$ cat src/rtl/mash_frac_decoder.sv
// Recovers the integer and 24-bit fraction of a MASH modulator by averaging 2^W output samples.
// Optional min/max sample tracking is enabled with the MASH_DECODE_MINMAX_EN macro.
module mash_frac_decoder #(
  parameter int unsigned SETTLE_CYC = 8
) (
  input  logic       i_clk,
  input  logic       i_rst,
  input  logic       i_start,
  input  logic       i_sample_en,
  input  logic [7:0] i_mash_out,
  input  logic [1:0] i_win_sel,
  output logic       o_busy,
  output logic       o_done,
  output logic [7:0] o_int,
  output logic [7:0] o_msb,
  output logic [7:0] o_isb,
`ifdef MASH_DECODE_MINMAX_EN
  output logic [7:0] o_lsb,
  output logic [7:0] o_min,
  output logic [7:0] o_max
`else
  output logic [7:0] o_lsb
`endif
);

  typedef enum logic [1:0] {StIdle, StSettle, StAccum, StDone} state_e;

  state_e      state_q, state_d;
  logic [24:0] cnt_q, cnt_d;
  logic [31:0] acc_q, acc_d;
  logic [1:0]  win_q, win_d;
  logic        load;
  logic        restart;

  logic [24:0] cnt_inc;
  logic [31:0] acc_sum;
  logic [4:0]  win_bits;
  logic [24:0] win_len;
  logic [7:0]  int_val;
  logic [23:0] frac_val;

  always_comb begin
    cnt_inc  = cnt_q + 25'd1;
    acc_sum  = acc_q + {24'd0, i_mash_out};
    win_bits = 5'd12 + {1'b0, win_q, 2'b00};
    win_len  = 25'd1 << win_bits;
    int_val  = 8'(acc_sum >> win_bits);
    // Left-justify the fractional bits so the fraction is always 24 bits wide.
    frac_val = acc_sum[23:0] << (5'd24 - win_bits);
  end

  always_comb begin
    state_d = state_q;
    cnt_d   = cnt_q;
    acc_d   = acc_q;
    win_d   = win_q;
    load    = 1'b0;
    restart = 1'b0;
    unique case (state_q)
      StIdle: begin
        if (i_start) restart = 1'b1;
      end
      StSettle: begin
        if (i_start) begin
          restart = 1'b1;
        end else if (i_sample_en) begin
          if (cnt_inc == 25'(SETTLE_CYC)) begin
            state_d = StAccum;
            cnt_d   = 25'd0;
          end else begin
            cnt_d = cnt_inc;
          end
        end
      end
      StAccum: begin
        if (i_start) begin
          restart = 1'b1;
        end else if (i_sample_en) begin
          acc_d = acc_sum;
          if (cnt_inc == win_len) begin
            state_d = StDone;
            load    = 1'b1;
          end else begin
            cnt_d = cnt_inc;
          end
        end
      end
      StDone: begin
        state_d = StIdle;
        if (i_start) restart = 1'b1;
      end
      default: state_d = StIdle;
    endcase
    if (restart) begin
      cnt_d   = 25'd0;
      acc_d   = 32'd0;
      win_d   = i_win_sel;
      state_d = (SETTLE_CYC == 0) ? StAccum : StSettle;
    end
  end

  always_ff @(posedge i_clk) begin
    if (i_rst) begin
      state_q <= StIdle;
      cnt_q   <= 25'd0;
      acc_q   <= 32'd0;
      win_q   <= 2'd0;
      o_int   <= 8'd0;
      o_msb   <= 8'd0;
      o_isb   <= 8'd0;
      o_lsb   <= 8'd0;
    end else begin
      state_q <= state_d;
      cnt_q   <= cnt_d;
      acc_q   <= acc_d;
      win_q   <= win_d;
      if (load) begin
        o_int <= int_val;
        o_msb <= frac_val[23:16];
        o_isb <= frac_val[15:8];
        o_lsb <= frac_val[7:0];
      end
    end
  end

  assign o_busy = (state_q == StSettle) || (state_q == StAccum);
  assign o_done = (state_q == StDone);

`ifdef MASH_DECODE_MINMAX_EN
  logic [7:0] min_q, min_d;
  logic [7:0] max_q, max_d;
  logic       take;

  always_comb begin
    take  = (state_q == StAccum) && i_sample_en && !i_start;
    min_d = min_q;
    max_d = max_q;
    if (take) begin
      // The first accumulated sample seeds both trackers.
      if (cnt_q == 25'd0) begin
        min_d = i_mash_out;
        max_d = i_mash_out;
      end else begin
        if (i_mash_out < min_q) min_d = i_mash_out;
        if (i_mash_out > max_q) max_d = i_mash_out;
      end
    end
  end

  always_ff @(posedge i_clk) begin
    if (i_rst) begin
      min_q <= 8'd0;
      max_q <= 8'd0;
      o_min <= 8'd0;
      o_max <= 8'd0;
    end else begin
      min_q <= min_d;
      max_q <= max_d;
      if (load) begin
        o_min <= min_d;
        o_max <= max_d;
      end
    end
  end
`endif

endmodule

$ cat config.mk
export PLATFORM = sky130hd
export DESIGN_NAME = mash_frac_decoder
export DESIGN_NICKNAME = d
export VERILOG_FILES = /design/src/rtl/mash_frac_decoder.sv
export SDC_FILE = /design/constraint.sdc
export NUM_CORES = 1
export LEC_CHECK = 0
export ABC_AREA = 1
export CORE_ASPECT_RATIO = 1.25
export CORE_MARGIN = 10
export CORE_UTILIZATION = 60
export CTS_CLUSTER_SIZE = 16
export DETAILED_ROUTE_END_ITERATION = 6
export PLACE_DENSITY = 0.81
export RECOVER_POWER = 25
export SLEW_MARGIN = 20
export SYNTH_ARGS = -nofsm -noshare
export SYNTH_HDL_FRONTEND = slang
export SYNTH_SLANG_ARGS = --single-unit
$ cat constraint.sdc
create_clock -name i_clk -period 3.9 [get_ports i_clk]
set_input_delay 0.78 -clock i_clk [delete_from_list [all_inputs] [get_ports i_clk]]
set_output_delay 0.78 -clock i_clk [all_outputs]
set_load 0.05 [all_outputs]
==> results.json <==
{
  "critPathCaptureType": "flop",
  "insertion_delay_ns": 0.35,
  "dieHeight_um": 137,
  "worstMarginPinSlew_ns": 1.70,
  "htree_levels": 3,
  "drt_first_pass_iters": 5,
  "drv_slew": 38,
  "core_area_um2": 10700,
  "switching_share_pct": 28.9,
  "setup-tns-final_ns": 0,
  "clock_path_buffers": 2,
  "cts_setup_buffers": 0,
  "vias": 7061,
  "cts_root_buf": "clkbuf_16",
  "routed_wl_um": 19900,
  "synth.distinct_cells": 42,
  "drc": 0,
  "syn_area_um2": 6620,
  "die_w_um": 114,
  "net-switching-power_w": 0.000615,
  "dpl.hpwl_um": 15100,
  "rows": 42,
  "violations": "capacitance limit, slew limit",
  "max_cap_viol_count": 1,
  "hold_buffers": 0,
  "ys.warnings.count": 0,
  "num_antenna_cells": 0,
  "rsz0062_at_grt": "no",
  "clkPwrFrac_pct": 39.2,
  "path_class": "in2reg",
  "hold_viol_final": 0,
  "ir_drop_v": 0.000212,
  "ctsResizeCount": 0,
  "seq_area_frac_synth_pct": 28.1,
  "pwr-share-seq_pct": 45.6,
  "holdPathStages": 2,
  "grt_overflow": 0,
  "layout-area-overhead-vs-synth_pct": 12.0,
  "hp-start": "o_lsb[4]$_SDFFE_PP0P_",
  "synth_nets": 1109,
  "grt_max_degree": 47,
  "p_per_area_nw_per_um2": 287,
  "ys_seq_elements": 93,
  "hold_path.class": "reg2reg",
  "whs_endpoint": "o_lsb[4]$_SDFFE_PP0P_",
  "stdcell_count": 1238,
  "io_buffer_count": 47,
  "fin_crit_ns": 3.33,
  "comb_power_share_pct": 15.2,
  "nNetsFinal": 1139,
  "syn-instance-count": 1072,
  "finish.utilization_pct": 69.2,
  "fin_area_um2": 7420,
  "multi_input_area_um2": 4020,
  "r2r_setup_slack_ns": 0.72,
  "cts_sinks": 93,
  "numCtsBuffers": 9,
  "finClkSkew_ns": 0.00797,
  "grtUsageTotal_pct": 25.3,
  "tritoncts": "built",
  "wl_per_cell_um": 16.0,
  "max_freq_mhz": 300,
  "cp_data_arrival_time_ns": 3.57,
  "status": "finished, violations left",
  "nFillCells": 1039,
  "ant_nets": 0,
  "slew_headroom_pct": -13.6,
  "avgSynthCellArea_um2": 6.18,
  "viasPerCell": 5.70,
  "cp-start-kind": "primary input",
  "antenna_found_initial": 0,
  "drive_gt1_share_pct": 5.42,
  "top_level_ports": 48,
  "r2r-end": "o_isb[3]$_SDFFE_PP0P_",
  "p_leak_nw": 3.47,
  "setup_violations": 0,
  "p_int_w": 0.00151,
  "grt_pass1_vias": 6604,
  "die-area_um2": 15700,
  "drtIter0Drc": 678,
  "gp_congestion": 0.985,
  "path_max_fanout": 37,
  "dpl_worst_slack_ns": 0.292,
  "setup_ws_ns": 0.566,
  "regArea_um2": 1860,
  "clk_pin_slew_ns": 0.07,
  "rr_startpoint": "cnt_q[0]$_SDFFE_PP0P_",
  "placedCellCount": 1223,
  "start_util_pct": 61.8,
  "crit_required_ns": 4.13,
  "ff2ff_path_depth": 14,
  "grt_pass1_wl_um": 32200,
  "post_dp_cell_area_um2": 7160,
  "period_share_pct": 85.5
}
-- layout by cell type, fill, tap and decap left out, types with 3 or more instances in the layout --
master | synthesis | routed
o21ai_0 | 76 | 76
buf_4 | 4 | 10
clkbuf_1 | 28 | 3
clkbuf_16 | 0 | 9
nand2_1 | 256 | 256
xor2_1 | 15 | 15
inv_2 | 3 | 3
dlygate4sd3_1 | 0 | 27
or2_2 | 6 | 6
clkdlybuf4s50_1 | 0 | 20
nor2_2 | 5 | 5
nand3b_1 | 7 | 7
nand2_2 | 7 | 7
nand3_2 | 4 | 4
nor3_1 | 23 | 23
o21bai_1 | 4 | 4
nor2_1 | 120 | 120
inv_1 | 139 | 139
o211ai_1 | 25 | 25
dfxtp_1 | 93 | 93
a21oi_1 | 60 | 60
ha_1 | 22 | 22
o21ai_1 | 29 | 29
nand3_1 | 84 | 84
nand4_1 | 24 | 24
nor2_4 | 7 | 7
clkinv_1 | 4 | 4
-- worst max-delay path: stages --
cell,delay [ns]
dlygate4sd3_1,0.52
inv_1,0.06
nor2_1,0.12
inv_1,0.07
nor2_1,0.21
clkbuf_1,1.26
nand3_1,0.28
o211ai_1,0.17
inv_1,0.07
-- power by group through the flow --
stage	clock [W]	combinational [W]	sequential, W
detailed placement	0	0.000318	0.000991
CTS	0.000840	0.000320	0.000969
finish	0.000834	0.000323	0.000969
global route	0.000886	0.000361	0.000970
floorplan	0	0.000234	0.000990
global placement	0	0.000317	0.000990
-- cell type report --
| cell class | count | share of cell area (%) |
|---|---|---|
| well taps | 132 | 2.23 |
| clock buffers | 12 | 3.32 |
| clock inverters | 3 | 0.287 |
| flip-flops and latches | 93 | 25.1 |
| inverters | 147 | 7.46 |
| repair buffers | 58 | 7.41 |
| multi-input cells | 793 | 54.2 |
-- cell usage after synthesis (all sizes together) --
master / number / area share, %
xor2: 15 / 2.0
a21o: 2 / 0.23
a31oi: 1 / 0.095
and3: 2 / 0.19
nor4: 2 / 0.19
nand3: 90 / 7.5
nand2: 264 / 15
fa: 1 / 0.30
and2: 1 / 0.095
clkinv: 5 / 0.30
nand4: 24 / 2.3
nor3: 23 / 1.7
a21oi: 60 / 4.5
buf: 11 / 1.2
xnor3: 1 / 0.34
nor2: 132 / 8.5
o21bai: 4 / 0.45
inv: 142 / 8.0
nand3b: 7 / 0.79
ha: 22 / 4.2
nor3b: 1 / 0.11
clkbuf: 28 / 1.6
or2: 7 / 0.66
o31ai: 1 / 0.11
o211ai: 25 / 2.8
xnor2: 2 / 0.26
dfxtp: 93 / 28
a31o: 1 / 0.13
o21ai: 105 / 7.9
-- state kept, by name, summed over array words and instances (netlist names) --
| name | cells |
|---|---|
| o_lsb | 8 |
| o_isb | 8 |
| acc_q | 32 |
| win_q | 2 |
| state_q | 2 |
| o_int | 8 |
| cnt_q | 25 |
| o_msb | 8 |
-- metal layers --
layer  global-route usage (%)  wire length (µm)  vias to the layer above  share of wire, %
li1                         -                 -                     3549                 -
met1                     28.0              7810                     3210                39
met2                     44.8             10100                      226                51
met3                     4.66               923                       76               4.6
met4                     13.7              1000                        0               5.0
met5                        0                 0                        -                 0
-- how the worst max path moves through the flow --
stage	start	to	slack, ns	cells after the start
final	i_sample_en	acc_q[24]$_SDFFE_PP0P_	0.57	9
after global routing	i_mash_out[1]	o_msb[1]$_SDFFE_PP0P_	0.23	15
after CTS	i_mash_out[1]	o_msb[1]$_SDFFE_PP0P_	0.65	15
after detailed placement	i_mash_out[1]	o_msb[1]$_SDFFE_PP0P_	0.29	15
after global placement	i_mash_out[1]	o_msb[1]$_SDFFE_PP0P_	0.32	15
after floorplan	win_q[0]$_SDFFE_PP0P_	cnt_q[20]$_SDFFE_PP0P_	1.12	19
-- cell families (layout without fill, tap and decap cells) --
group / after synthesis / count (layout) / share of synthesized area [%]
flops: 93 / 93 / 28.1
buf+inv: 186 / 220 / 11.2
compound gates: 199 / 199 / 16.3
fa+ha+maj: 23 / 23 / 4.46
xor+xnor: 18 / 18 / 2.59
simple gates: 553 / 553 / 37.3
-- metrics by stage --
stage | hold slack [ns] | total power (W)
5_1_grt | 0.459 | 0.00222
3_3_place_gp | 0.435 | 0.00131
4_1_cts | 0.448 | 0.00213
6_report | 0.446 | 0.00213
2_1_floorplan | 0.452 | 0.00122
3_5_place_dp | 0.438 | 0.00131
Power figures use the tool's default switching activity.
